## src/rtl/lfsr_msg_decrypter.sv

```systemverilog
//-----------------------------------------------------------------------------
// Module   : lfsr_msg_decrypter
// Purpose  : Recovers the LFSR tap and seed from the all-space preamble in
//            DM[IN_BASE..], then writes the decoded ASCII message to DM[OUT_BASE..].
//            Define PARITY_CHECK_EN to replace bytes that fail the parity check with 0x80.
// Revision : 1.0 - initial release
//-----------------------------------------------------------------------------
`default_nettype none

module lfsr_msg_decrypter #(
  parameter int IN_BASE   = 64,
  parameter int OUT_BASE  = 0,
  parameter int MSG_LEN   = 64,
  parameter int CHECK_LEN = 9
) (
  input  logic       Clk,
  input  logic       Reset,
  input  logic       Start,
  output logic       Ack,
  output logic [7:0] rd_addr,
  input  logic [7:0] rd_data,
  output logic       wr_en,
  output logic [7:0] wr_addr,
  output logic [7:0] wr_data,
  output logic [3:0] ptrn_idx,
  output logic       ptrn_found,
  output logic [6:0] err_count
);

  localparam logic [2:0] c_st_idle    = 3'd0;
  localparam logic [2:0] c_st_seed    = 3'd1;
  localparam logic [2:0] c_st_search  = 3'd2;
  localparam logic [2:0] c_st_pick    = 3'd3;
  localparam logic [2:0] c_st_decrypt = 3'd4;
  localparam logic [2:0] c_st_done    = 3'd5;

  localparam logic [7:0] c_in_base    = 8'(IN_BASE);
  localparam logic [7:0] c_out_base   = 8'(OUT_BASE);
  localparam logic [7:0] c_check_last = 8'(CHECK_LEN);
  localparam logic [7:0] c_msg_last   = 8'(MSG_LEN - 1);

  function automatic logic [6:0] f_tap(input logic [3:0] idx);
    case (idx)
      4'd0:    f_tap = 7'h60;
      4'd1:    f_tap = 7'h48;
      4'd2:    f_tap = 7'h78;
      4'd3:    f_tap = 7'h72;
      4'd4:    f_tap = 7'h6A;
      4'd5:    f_tap = 7'h69;
      4'd6:    f_tap = 7'h5C;
      4'd7:    f_tap = 7'h7E;
      4'd8:    f_tap = 7'h7B;
      default: f_tap = 7'h00;
    endcase
  endfunction

  function automatic logic [6:0] f_step(input logic [6:0] s, input logic [6:0] tap);
    f_step = {s[5:0], ^(s & tap)};
  endfunction

  logic [2:0] r_state;
  logic [7:0] r_cnt;
  logic [6:0] r_prev;
  logic [6:0] r_seed;
  logic [6:0] r_lfsr;
  logic [8:0] r_mask;
  logic [3:0] r_ptrn_idx;
  logic       r_ptrn_found;
  logic [6:0] r_err_count;

  logic [6:0] w_rd7;
  logic [8:0] w_mask_next;
  logic [3:0] w_pick_idx;
  logic [7:0] w_plain;
  logic [7:0] w_dec_byte;
  logic       w_par_bad;

  assign w_rd7   = rd_data[6:0];
  assign w_plain = {1'b0, w_rd7 ^ r_lfsr} + 8'h20;

`ifdef PARITY_CHECK_EN
  assign w_par_bad  = rd_data[7] ^ (^w_rd7);
  assign w_dec_byte = w_par_bad ? 8'h80 : w_plain;
`else
  logic w_unused_par;
  assign w_par_bad    = 1'b0;
  assign w_unused_par = rd_data[7] ^ w_par_bad;
  assign w_dec_byte   = w_plain;
`endif

  // A candidate survives only if its step reproduces every observed transition.
  for (genvar k = 0; k < 9; k++) begin : g_cand
    assign w_mask_next[k] = r_mask[k] & (f_step(r_prev, f_tap(4'(k))) == w_rd7);
  end

  always_comb begin
    w_pick_idx = 4'hF;
    for (int k = 8; k >= 0; k--) begin
      if (r_mask[k]) w_pick_idx = 4'(k);
    end
  end

  always_comb begin
    rd_addr = c_in_base;
    wr_addr = c_out_base;
    wr_data = 8'h00;
    wr_en   = 1'b0;
    if (r_state == c_st_seed || r_state == c_st_search || r_state == c_st_decrypt) begin
      rd_addr = c_in_base + r_cnt;
    end
    if (r_state == c_st_decrypt) begin
      // Reset must suppress the write committed on the same edge.
      wr_en   = ~Reset;
      wr_addr = c_out_base + r_cnt;
      wr_data = w_dec_byte;
    end
  end

  assign Ack        = (r_state == c_st_done);
  assign ptrn_idx   = r_ptrn_idx;
  assign ptrn_found = r_ptrn_found;
  assign err_count  = r_err_count;

  always_ff @(posedge Clk) begin
    if (Reset) begin
      r_state      <= c_st_idle;
      r_cnt        <= 8'd0;
      r_prev       <= 7'd0;
      r_seed       <= 7'd0;
      r_lfsr       <= 7'd0;
      r_mask       <= 9'h1FF;
      r_ptrn_idx   <= 4'hF;
      r_ptrn_found <= 1'b0;
      r_err_count  <= 7'd0;
    end else begin
      case (r_state)
        c_st_idle: begin
          if (!Start) begin
            r_state      <= c_st_seed;
            r_cnt        <= 8'd0;
            r_mask       <= 9'h1FF;
            r_ptrn_found <= 1'b0;
            r_err_count  <= 7'd0;
          end
        end
        c_st_seed: begin
          r_prev <= w_rd7;
          r_seed <= w_rd7;
          if (w_rd7 == 7'd0) begin
            r_state <= c_st_done;
          end else begin
            r_state <= c_st_search;
            r_cnt   <= 8'd1;
          end
        end
        c_st_search: begin
          r_mask <= w_mask_next;
          r_prev <= w_rd7;
          if (r_cnt == c_check_last) r_state <= c_st_pick;
          else                       r_cnt   <= r_cnt + 8'd1;
        end
        c_st_pick: begin
          r_ptrn_idx   <= w_pick_idx;
          r_ptrn_found <= |r_mask;
          if (r_mask == 9'd0) begin
            r_state <= c_st_done;
          end else begin
            r_state <= c_st_decrypt;
            r_lfsr  <= r_seed;
            r_cnt   <= 8'd0;
          end
        end
        c_st_decrypt: begin
          r_lfsr <= f_step(r_lfsr, f_tap(r_ptrn_idx));
          if (w_par_bad) r_err_count <= r_err_count + 7'd1;
          if (r_cnt == c_msg_last) r_state <= c_st_done;
          else                     r_cnt   <= r_cnt + 8'd1;
        end
        c_st_done: begin
          if (Start) r_state <= c_st_idle;
        end
        default: r_state <= c_st_idle;
      endcase
    end
  end

endmodule

`default_nettype wire
```

## config.mk

```make
export PLATFORM = sky130hd
export DESIGN_NAME = lfsr_msg_decrypter
export DESIGN_NICKNAME = d
export VERILOG_FILES = /design/src/rtl/lfsr_msg_decrypter.sv
export SDC_FILE = /design/constraint.sdc
export NUM_CORES = 1
export LEC_CHECK = 0
export BUFFER_PORTS_ARGS = -buffer_cell sky130_fd_sc_hd__buf_4
export CAP_MARGIN = 5
export CORE_UTILIZATION = 31
export CTS_CLUSTER_SIZE = 28
export DETAILED_ROUTE_END_ITERATION = 10
export PLACE_DENSITY_LB_ADDON = 0.05
export SYNTH_ARGS = -nofsm -noshare
export SYNTH_HDL_FRONTEND = slang
export SYNTH_SLANG_ARGS = --single-unit
```

## constraint.sdc

```tcl
create_clock -name Clk -period 2.65 [get_ports Clk]
set_input_delay 0 -clock Clk [delete_from_list [all_inputs] [get_ports Clk]]
set_output_delay 0 -clock Clk [all_outputs]
set_load 0.05 [all_outputs]
```

==> results of run 1 <==
==> through the flow <==
step,cell area [sq um],hold WS (ns),setup WS [ns]
after floorplan,3099,0.1360,0.3545
after CTS,3720,0.01569,0.2326
after global routing,3720,0.05195,0.03800
final,3720,0.02222,0.2281
after global placement,3516,0.3046,0.4730
after detailed placement,3516,0.3095,0.4724
==> path summary, 6_finish.rpt <==
| check | from | endpoint | slack (ns) | depth (start not counted) |
|---|---|---|---|---|
| min | Start | r_state[2] | 0.02 | 4 |
| max | r_state[2] | rd_addr[0] | 0.23 | 6 |
| max reg2reg | r_state[2] | r_cnt[7] | 0.41 | 5 |
| min reg2reg | r_seed[2] | r_seed[2] | 0.46 | 2 |
==> placed cells by master, fill, tap and decap left out, types with 5 or more instances in the layout <==
master	n
nand2_1	51
conb_1	7
nor2b_1	5
dlygate4sd3_1	7
a311oi_1	7
xnor2_1	21
and2_1	6
o21ai_0	31
clkbuf_8	5
nand3_1	9
dfxtp_1	53
a21oi_1	31
nor3_1	7
xor2_1	12
buf_4	53
inv_1	15
ha_1	8
nor2_1	43
==> cells by family (layout without fill, tap and decap cells) <==
family | after synthesis | after routing | synth area share, %
AND/OR/NAND/NOR | 143 | 143 | 23.71
AO/OA/AOI/OAI | 102 | 102 | 21.51
flip-flops | 53 | 53 | 34.49
buffers and inverters | 42 | 83 | 6.466
XOR/XNOR | 34 | 34 | 10.13
adder cells (fa/ha/maj) | 8 | 8 | 3.253
other | 1 | 7 | 0.1219
multiplexers | 1 | 1 | 0.3253
==> power groups by stage <==
stage / combinational (mW) / sequential (mW) / clock (mW)
global route: 0.530 / 0.926 / 0.697
finish: 0.478 / 0.917 / 0.652
CTS: 0.483 / 0.918 / 0.672
floorplan: 0.358 / 0.925 / 0
global placement: 0.472 / 0.937 / 0
detailed placement: 0.472 / 0.936 / 0
==> area by class of cell <==
type | instances | area share, %
Multi-Input combinational cell | 295 | 49.44
Timing Repair Buffer | 60 | 12.58
Sequential cell | 53 | 28.52
Tap cell | 129 | 4.339
Clock buffer | 5 | 1.850
Clock inverter | 3 | 1.749
Inverter | 15 | 1.514
==> per-layer routing <==
metal	track usage, %	wire length (microns)	up-vias	share of wire [%]
li1	-	-	1415	-
met5	0	0	-	0
met2	24.48	3413	43	42
met3	2.553	192	7	2.4
met1	23.29	4357	1249	54
met4	4.013	75	0	0.93
==> worst min-delay path: cells and delay by family <==
family	cells	cell delay, ns
AOI/OAI and AO/OA	2	0.12
and+or+nand+nor	1	0.06
buffers and inverters	1	0.11
==> flow_results.xml, run 1 <==
<?xml version="1.0" encoding="UTF-8"?>
<metrics>
  <group name="run_status">
    <metric name="status" unit="">finished, final reports clean</metric>
  </group>
  <group name="pwr">
    <metric name="switching_power" unit="uW">634.3</metric>
    <metric name="cellInternalPower" unit="mW">1.413</metric>
    <metric name="power.density" unit="nW/um^2">550.4</metric>
    <metric name="power.share.clock" unit="%">31.9</metric>
    <metric name="switching_share" unit="%">30.98</metric>
    <metric name="total_power" unit="mW">2.047</metric>
    <metric name="comb_power_share" unit="%">23.4</metric>
    <metric name="leakage" unit="nW">1.413</metric>
    <metric name="ir_drop_worst_vdd" unit="V">0.0002466</metric>
    <metric name="share_seq_of_total_power" unit="%">44.8</metric>
  </group>
  <group name="routing">
    <metric name="total_vias_in_the_final_route" unit="">2714</metric>
    <metric name="ant_nets" unit="">0</metric>
    <metric name="initialDrtViolationCount" unit="">172</metric>
    <metric name="firstDrtPassIters" unit="">4</metric>
    <metric name="routed_wire_length_per_instance" unit="microns">14.35</metric>
    <metric name="detail_route.drc_violations" unit="">0</metric>
    <metric name="via_per_inst" unit="">4.846</metric>
    <metric name="route.final.wire_length" unit="microns">8038</metric>
  </group>
  <group name="cells_and_area">
    <metric name="insertedDiodeCount" unit="">0</metric>
    <metric name="fin_util" unit="%">39.51</metric>
    <metric name="fillCellCount" unit="">1019</metric>
    <metric name="multi_input_comb_area" unit="sq um">1839</metric>
    <metric name="stdcell_count" unit="">560</metric>
    <metric name="sequential_cell_area" unit="sq um">1061</metric>
    <metric name="fraction_of_final_layout_cells_sized_beyond_drive_strength_1" unit="%">16.94</metric>
    <metric name="area.growth.synth_to_final" unit="%">20.90</metric>
    <metric name="fin_nets" unit="">449</metric>
  </group>
  <group name="job">
    <metric name="cap_viol_max_count" unit="">0</metric>
  </group>
  <group name="critical_path">
    <metric name="crit_fanout" unit="">10</metric>
    <metric name="worst_ep_arrival_time" unit="ns">2.42</metric>
    <metric name="slowest_stage" unit="">dfxtp_1</metric>
    <metric name="crit_family" unit="">simple AND/OR/NAND/NOR gates</metric>
    <metric name="startpoint_type" unit="">flip-flop</metric>
    <metric name="crit_path_cell_trace" unit="">inv_1 &gt; or3_1 &gt; nand2_1 &gt; nor2_1 &gt; nor2b_1 &gt; buf_4</metric>
    <metric name="cp_slowest_stage_delay" unit="ns">0.56</metric>
    <metric name="path_class" unit="">flip-flop to primary output</metric>
    <metric name="critical_path_buf_inv_count" unit="">2</metric>
    <metric name="critPathRequiredTime" unit="ns">2.65</metric>
    <metric name="worst_setup_path_end_kind" unit="">primary output</metric>
  </group>
  <group name="timing">
    <metric name="worst_slew_margin_rel" unit="%">65.11</metric>
    <metric name="setup_total_negative_slack" unit="ns">0</metric>
    <metric name="post-route-period-util" unit="%">91.39</metric>
    <metric name="timing_worst_slew_pin_value" unit="ns">0.5215</metric>
    <metric name="timing.fmax" unit="GHz">0.4129</metric>
    <metric name="hold_violations" unit="">0</metric>
    <metric name="finalSetupViolations" unit="">0</metric>
    <metric name="grt_setup_unrepaired" unit="">false</metric>
    <metric name="post-route-min-period" unit="ns">2.422</metric>
    <metric name="maxSlewViolCount" unit="">0</metric>
    <metric name="worst_clock_skew" unit="ns">0.008886</metric>
  </group>
  <group name="synthesis">
    <metric name="synth.ff_latch_count" unit="">53</metric>
    <metric name="yosysMostFrequentCell" unit="">dfxtp_1</metric>
    <metric name="synthDistinctLibCells" unit="">52</metric>
    <metric name="synth_top_area_cell" unit="">dfxtp_1</metric>
    <metric name="ys_top_cells_by_area" unit="">dfxtp_1, nand2_1, xnor2_1</metric>
    <metric name="syn_inst" unit="">384</metric>
    <metric name="netlist_top_cells_count" unit="">dfxtp_1, nand2_1, nor2_1, a21oi_1, o21ai_0</metric>
    <metric name="portion_of_the_post_synthesis_area_used_by_sequential_elements" unit="%">34.49</metric>
    <metric name="synth-warning-count" unit="">0</metric>
    <metric name="portion_of_synthesized_cell_area_occupied_by_the_leading_cell_type" unit="%">34.49</metric>
    <metric name="synth_ff_type" unit="">dfxtp_1</metric>
    <metric name="number_of_flops_mapped_to_enable_cells_by_yosys" unit="">0</metric>
    <metric name="async_flop_share" unit="%">0</metric>
    <metric name="post_synth_instance_area" unit="sq um">3077</metric>
    <metric name="avgSynthCellArea" unit="sq um">8.012</metric>
  </group>
  <group name="die">
    <metric name="die_h" unit="microns">101.6</metric>
    <metric name="num_rows" unit="">35</metric>
    <metric name="die_width" unit="microns">101.6</metric>
    <metric name="floorplan.io_pins" unit="">49</metric>
    <metric name="initial_core_util" unit="%">32.68</metric>
    <metric name="die_area" unit="sq um">10330</metric>
    <metric name="core_footprint" unit="sq um">9415</metric>
  </group>
  <group name="clock_network">
    <metric name="cts_htree_levels" unit="">2</metric>
    <metric name="post_cts.repair.setup_buffers" unit="">0</metric>
    <metric name="cts_resized" unit="">0</metric>
    <metric name="tritoncts.num_buffers" unit="">5</metric>
    <metric name="ctsRootBufferMaster" unit="">clkbuf_8</metric>
    <metric name="worst_skew_pair.late_latency" unit="ns">0.31</metric>
    <metric name="cts_tree" unit="">built</metric>
    <metric name="cts.sink_count" unit="">53</metric>
    <metric name="ctsLongestPathBuffers" unit="">2</metric>
    <metric name="cts_hold_repair.buffers" unit="">7</metric>
    <metric name="worst_setup_hold_path_clk_slew" unit="ns">0.10</metric>
  </group>
  <group name="global_route">
    <metric name="number_of_antenna_violations_at_the_first_check_in_global_routing" unit="">0</metric>
    <metric name="via_count_of_the_first_global_routing_pass" unit="">2460</metric>
    <metric name="wire_length_of_the_first_global_routing_pass" unit="microns">12680</metric>
    <metric name="global_route.overflow_total" unit="">0</metric>
    <metric name="grt_max_degree" unit="">34</metric>
    <metric name="grtUsageTotal" unit="%">16.01</metric>
  </group>
  <group name="worst_hold_path">
    <metric name="worst_hold_path_type" unit="">primary input to flip-flop</metric>
  </group>
  <group name="placed_design">
    <metric name="io_buffer_count" unit="">40</metric>
    <metric name="final_estimated_routing_congestion_in_global_placement" unit="">0.7921</metric>
    <metric name="dp_hpwl" unit="microns">5975</metric>
    <metric name="dp.cells" unit="">545</metric>
  </group>
</metrics>
Note: power is estimated with default switching activity, not from simulation.
==> run 2, diff against run 1 <==
- CORE_ASPECT_RATIO: default -> 1.5
- CORE_UTILIZATION: 31 -> 57
- RECOVER_POWER: default -> 100
==> run 2 against run 1 <==
Hold slack improved by 0.023 ns. Final cell count shrank 12%. Global-route usage rose by 13 points. Register-to-register slack worse by 0.14 ns. Routed wire length down 6.7%. Critical path depth down 1. Sequential power is essentially flat. Critical endpoint is now r_cnt[1].
==> flow_results.xml, run 2 (synthesized netlist as in run 1, its figures left out) <==
<?xml version="1.0" encoding="UTF-8"?>
<metrics>
  <group name="die">
    <metric name="num_rows" unit="">32</metric>
    <metric name="die_area" unit="sq um">5701</metric>
    <metric name="die_h" unit="microns">91.98</metric>
    <metric name="initial_core_util" unit="%">59.57</metric>
    <metric name="core_footprint" unit="sq um">5165</metric>
    <metric name="die_width" unit="microns">61.99</metric>
    <metric name="floorplan.io_pins" unit="">49</metric>
  </group>
  <group name="global_route">
    <metric name="global_route.overflow_total" unit="">0</metric>
    <metric name="grtUsageTotal" unit="%">28.62</metric>
    <metric name="grt_max_degree" unit="">34</metric>
    <metric name="number_of_antenna_violations_at_the_first_check_in_global_routing" unit="">0</metric>
    <metric name="via_count_of_the_first_global_routing_pass" unit="">2648</metric>
    <metric name="wire_length_of_the_first_global_routing_pass" unit="microns">12230</metric>
  </group>
  <group name="timing">
    <metric name="finalSetupViolations" unit="">0</metric>
    <metric name="worst_slew_margin_rel" unit="%">35.30</metric>
    <metric name="hold_violations" unit="">0</metric>
    <metric name="timing.fmax" unit="GHz">0.4199</metric>
    <metric name="timing_worst_slew_pin_value" unit="ns">0.9554</metric>
    <metric name="post-route-min-period" unit="ns">2.381</metric>
    <metric name="worst_clock_skew" unit="ns">0.006457</metric>
    <metric name="setup_total_negative_slack" unit="ns">0</metric>
    <metric name="post-route-period-util" unit="%">89.86</metric>
    <metric name="maxSlewViolCount" unit="">0</metric>
    <metric name="grt_setup_unrepaired" unit="">false</metric>
  </group>
  <group name="job">
    <metric name="cap_viol_max_count" unit="">0</metric>
  </group>
  <group name="critical_path">
    <metric name="timing.reg2reg.worst_path_depth" unit="">5</metric>
    <metric name="crit_fanout" unit="">14</metric>
    <metric name="worst_setup_path_end_kind" unit="">flip-flop</metric>
    <metric name="path_class" unit="">flip-flop to flip-flop</metric>
    <metric name="critPathRequiredTime" unit="ns">2.89</metric>
    <metric name="r2r-start" unit="">r_state[2]</metric>
    <metric name="cp_slowest_stage_delay" unit="ns">0.55</metric>
    <metric name="slowest_stage" unit="">or4_1</metric>
    <metric name="timing.rr.end" unit="">r_cnt[1]</metric>
    <metric name="worst_ep_arrival_time" unit="ns">2.62</metric>
    <metric name="startpoint_type" unit="">flip-flop</metric>
    <metric name="reg2reg_setup_slack" unit="ns">0.27</metric>
    <metric name="crit_path_cell_trace" unit="">nor3b_1 &gt; clkbuf_1 &gt; nor2_1 &gt; or4_1 &gt; a21oi_1</metric>
  </group>
  <group name="run_status">
    <metric name="status" unit="">finished, final reports clean</metric>
  </group>
  <group name="placed_design">
    <metric name="place_area" unit="sq um">3410</metric>
    <metric name="io_buffer_count" unit="">40</metric>
    <metric name="final_estimated_routing_congestion_in_global_placement" unit="">0.8411</metric>
    <metric name="dp_hpwl" unit="microns">5321</metric>
  </group>
  <group name="clock_network">
    <metric name="cts.sink_count" unit="">53</metric>
    <metric name="tritoncts.num_buffers" unit="">5</metric>
    <metric name="ctsRootBufferMaster" unit="">clkbuf_8</metric>
    <metric name="cts_tree" unit="">built</metric>
    <metric name="ctsLongestPathBuffers" unit="">2</metric>
    <metric name="cts_htree_levels" unit="">2</metric>
    <metric name="worst_skew_pair.late_latency" unit="ns">0.31</metric>
    <metric name="post_cts.repair.setup_buffers" unit="">0</metric>
    <metric name="worst_setup_hold_path_clk_slew" unit="ns">0.10</metric>
  </group>
  <group name="worst_hold_path">
    <metric name="hold_depth" unit="">4</metric>
    <metric name="worst_hold_path_type" unit="">primary input to flip-flop</metric>
    <metric name="min_to" unit="">r_state[2]</metric>
    <metric name="min-delay-start" unit="">Start</metric>
  </group>
  <group name="routing">
    <metric name="route.final.wire_length" unit="microns">7498</metric>
    <metric name="ant_nets" unit="">0</metric>
    <metric name="detail_route.drc_violations" unit="">0</metric>
    <metric name="via_per_inst" unit="">5.594</metric>
    <metric name="firstDrtPassIters" unit="">4</metric>
    <metric name="initialDrtViolationCount" unit="">201</metric>
    <metric name="total_vias_in_the_final_route" unit="">2769</metric>
    <metric name="routed_wire_length_per_instance" unit="microns">15.15</metric>
  </group>
  <group name="pwr">
    <metric name="leakage" unit="nW">1.310</metric>
    <metric name="ir_drop_worst_vdd" unit="V">0.0003898</metric>
    <metric name="total_power" unit="mW">1.956</metric>
    <metric name="power.density" unit="nW/um^2">564.2</metric>
  </group>
  <group name="cells_and_area">
    <metric name="most-common-layout-cells" unit="">dfxtp_1, nand2_1, nor2_1, o21ai_0, a21oi_1</metric>
    <metric name="area.growth.synth_to_final" unit="%">12.69</metric>
    <metric name="stdcell_area" unit="sq um">3467</metric>
    <metric name="insertedDiodeCount" unit="">0</metric>
    <metric name="fraction_of_final_layout_cells_sized_beyond_drive_strength_1" unit="%">13.11</metric>
    <metric name="mostFrequentLayoutCell" unit="">dfxtp_1</metric>
    <metric name="fin_nets" unit="">445</metric>
    <metric name="fin_util" unit="%">67.13</metric>
  </group>
</metrics>
run 2: cell count changes in the layout (fill, tap and decap cells not counted), sizes merged:
cell / previous run / this run
buf: 53 / 23
clkinvlp: 0 / 1
bufinv: 2 / 1
clkinv: 1 / 0
clkbuf: 5 / 32
run 2: repair_timing:
action / 4_1_cts / 5_1_grt
endpoints found under the setup margin: 0 / 7
gates resized for setup: 0 / 1
hold buffers: 7 / 0
hold endpoints to repair: 10 / 0
run 2: how the worst max path moves through the flow:
stage                 end  slack, ns  startpoint  cells past startpoint
2_1_floorplan   flip-flop       0.35  r_state[2]                     10
3_3_place_gp    flip-flop       0.46  r_state[0]                      9
3_5_place_dp    flip-flop       0.42  r_state[0]                      9
4_1_cts        rd_addr[7]       0.16  r_state[0]                      6
5_1_grt          r_cnt[1]       0.05  r_state[2]                      5
6_report         r_cnt[1]       0.27  r_state[2]                      5
run 2: power breakdown:
| part | switching [mW] | total (mW) | internal [mW] | leakage (nW) |
|---|---|---|---|---|
| combinational | 0.290 | 0.460 | 0.170 | 0.821 |
| clock | 0.271 | 0.578 | 0.307 | 0.0574 |
| sequential | 0.0656 | 0.918 | 0.852 | 0.431 |
| total | 0.626 | 1.96 | 1.33 | 1.31 |
run 2: stage by stage:
stage	instances	hold WS, ns	worst slack [ns]
2_1_floorplan	390	0.1360	0.3545
3_3_place_gp	480	0.2920	0.4583
3_5_place_dp	480	0.2991	0.4249
4_1_cts	495	0.03560	0.1584
5_1_grt	495	0.06032	0.05465
6_report	495	0.04546	0.2686
run 2: critical path, delay by kind of cell (launching register included):
family	cells	cell delay (ns)
AO/OA/AOI/OAI	1	0.15
buffers and inverters	1	0.51
flip-flops	1	0.54
AND/OR/NAND/NOR	3	1.12
run 2: routing by layer:
layer | GRT usage, % | vias to the layer above | part of all wire, %
met2 | 50.35 | 70 | 55
met5 | 0 | - | 0
met1 | 33.27 | 1286 | 39
met3 | 4.090 | 10 | 3.5
li1 | - | 1403 | -
met4 | 10.56 | 0 | 1.8
run 2: final cells by class:
cell class | count | area (sq um)
Multi-Input combinational cell | 295 | 1787
Clock inverter | 2 | 37.54
Inverter | 15 | 56.30
Timing Repair Buffer | 56 | 356.6
Tap cell | 68 | 85.08
Fill cell | 462 | 1698
Clock buffer | 6 | 82.58
Sequential cell | 53 | 1062
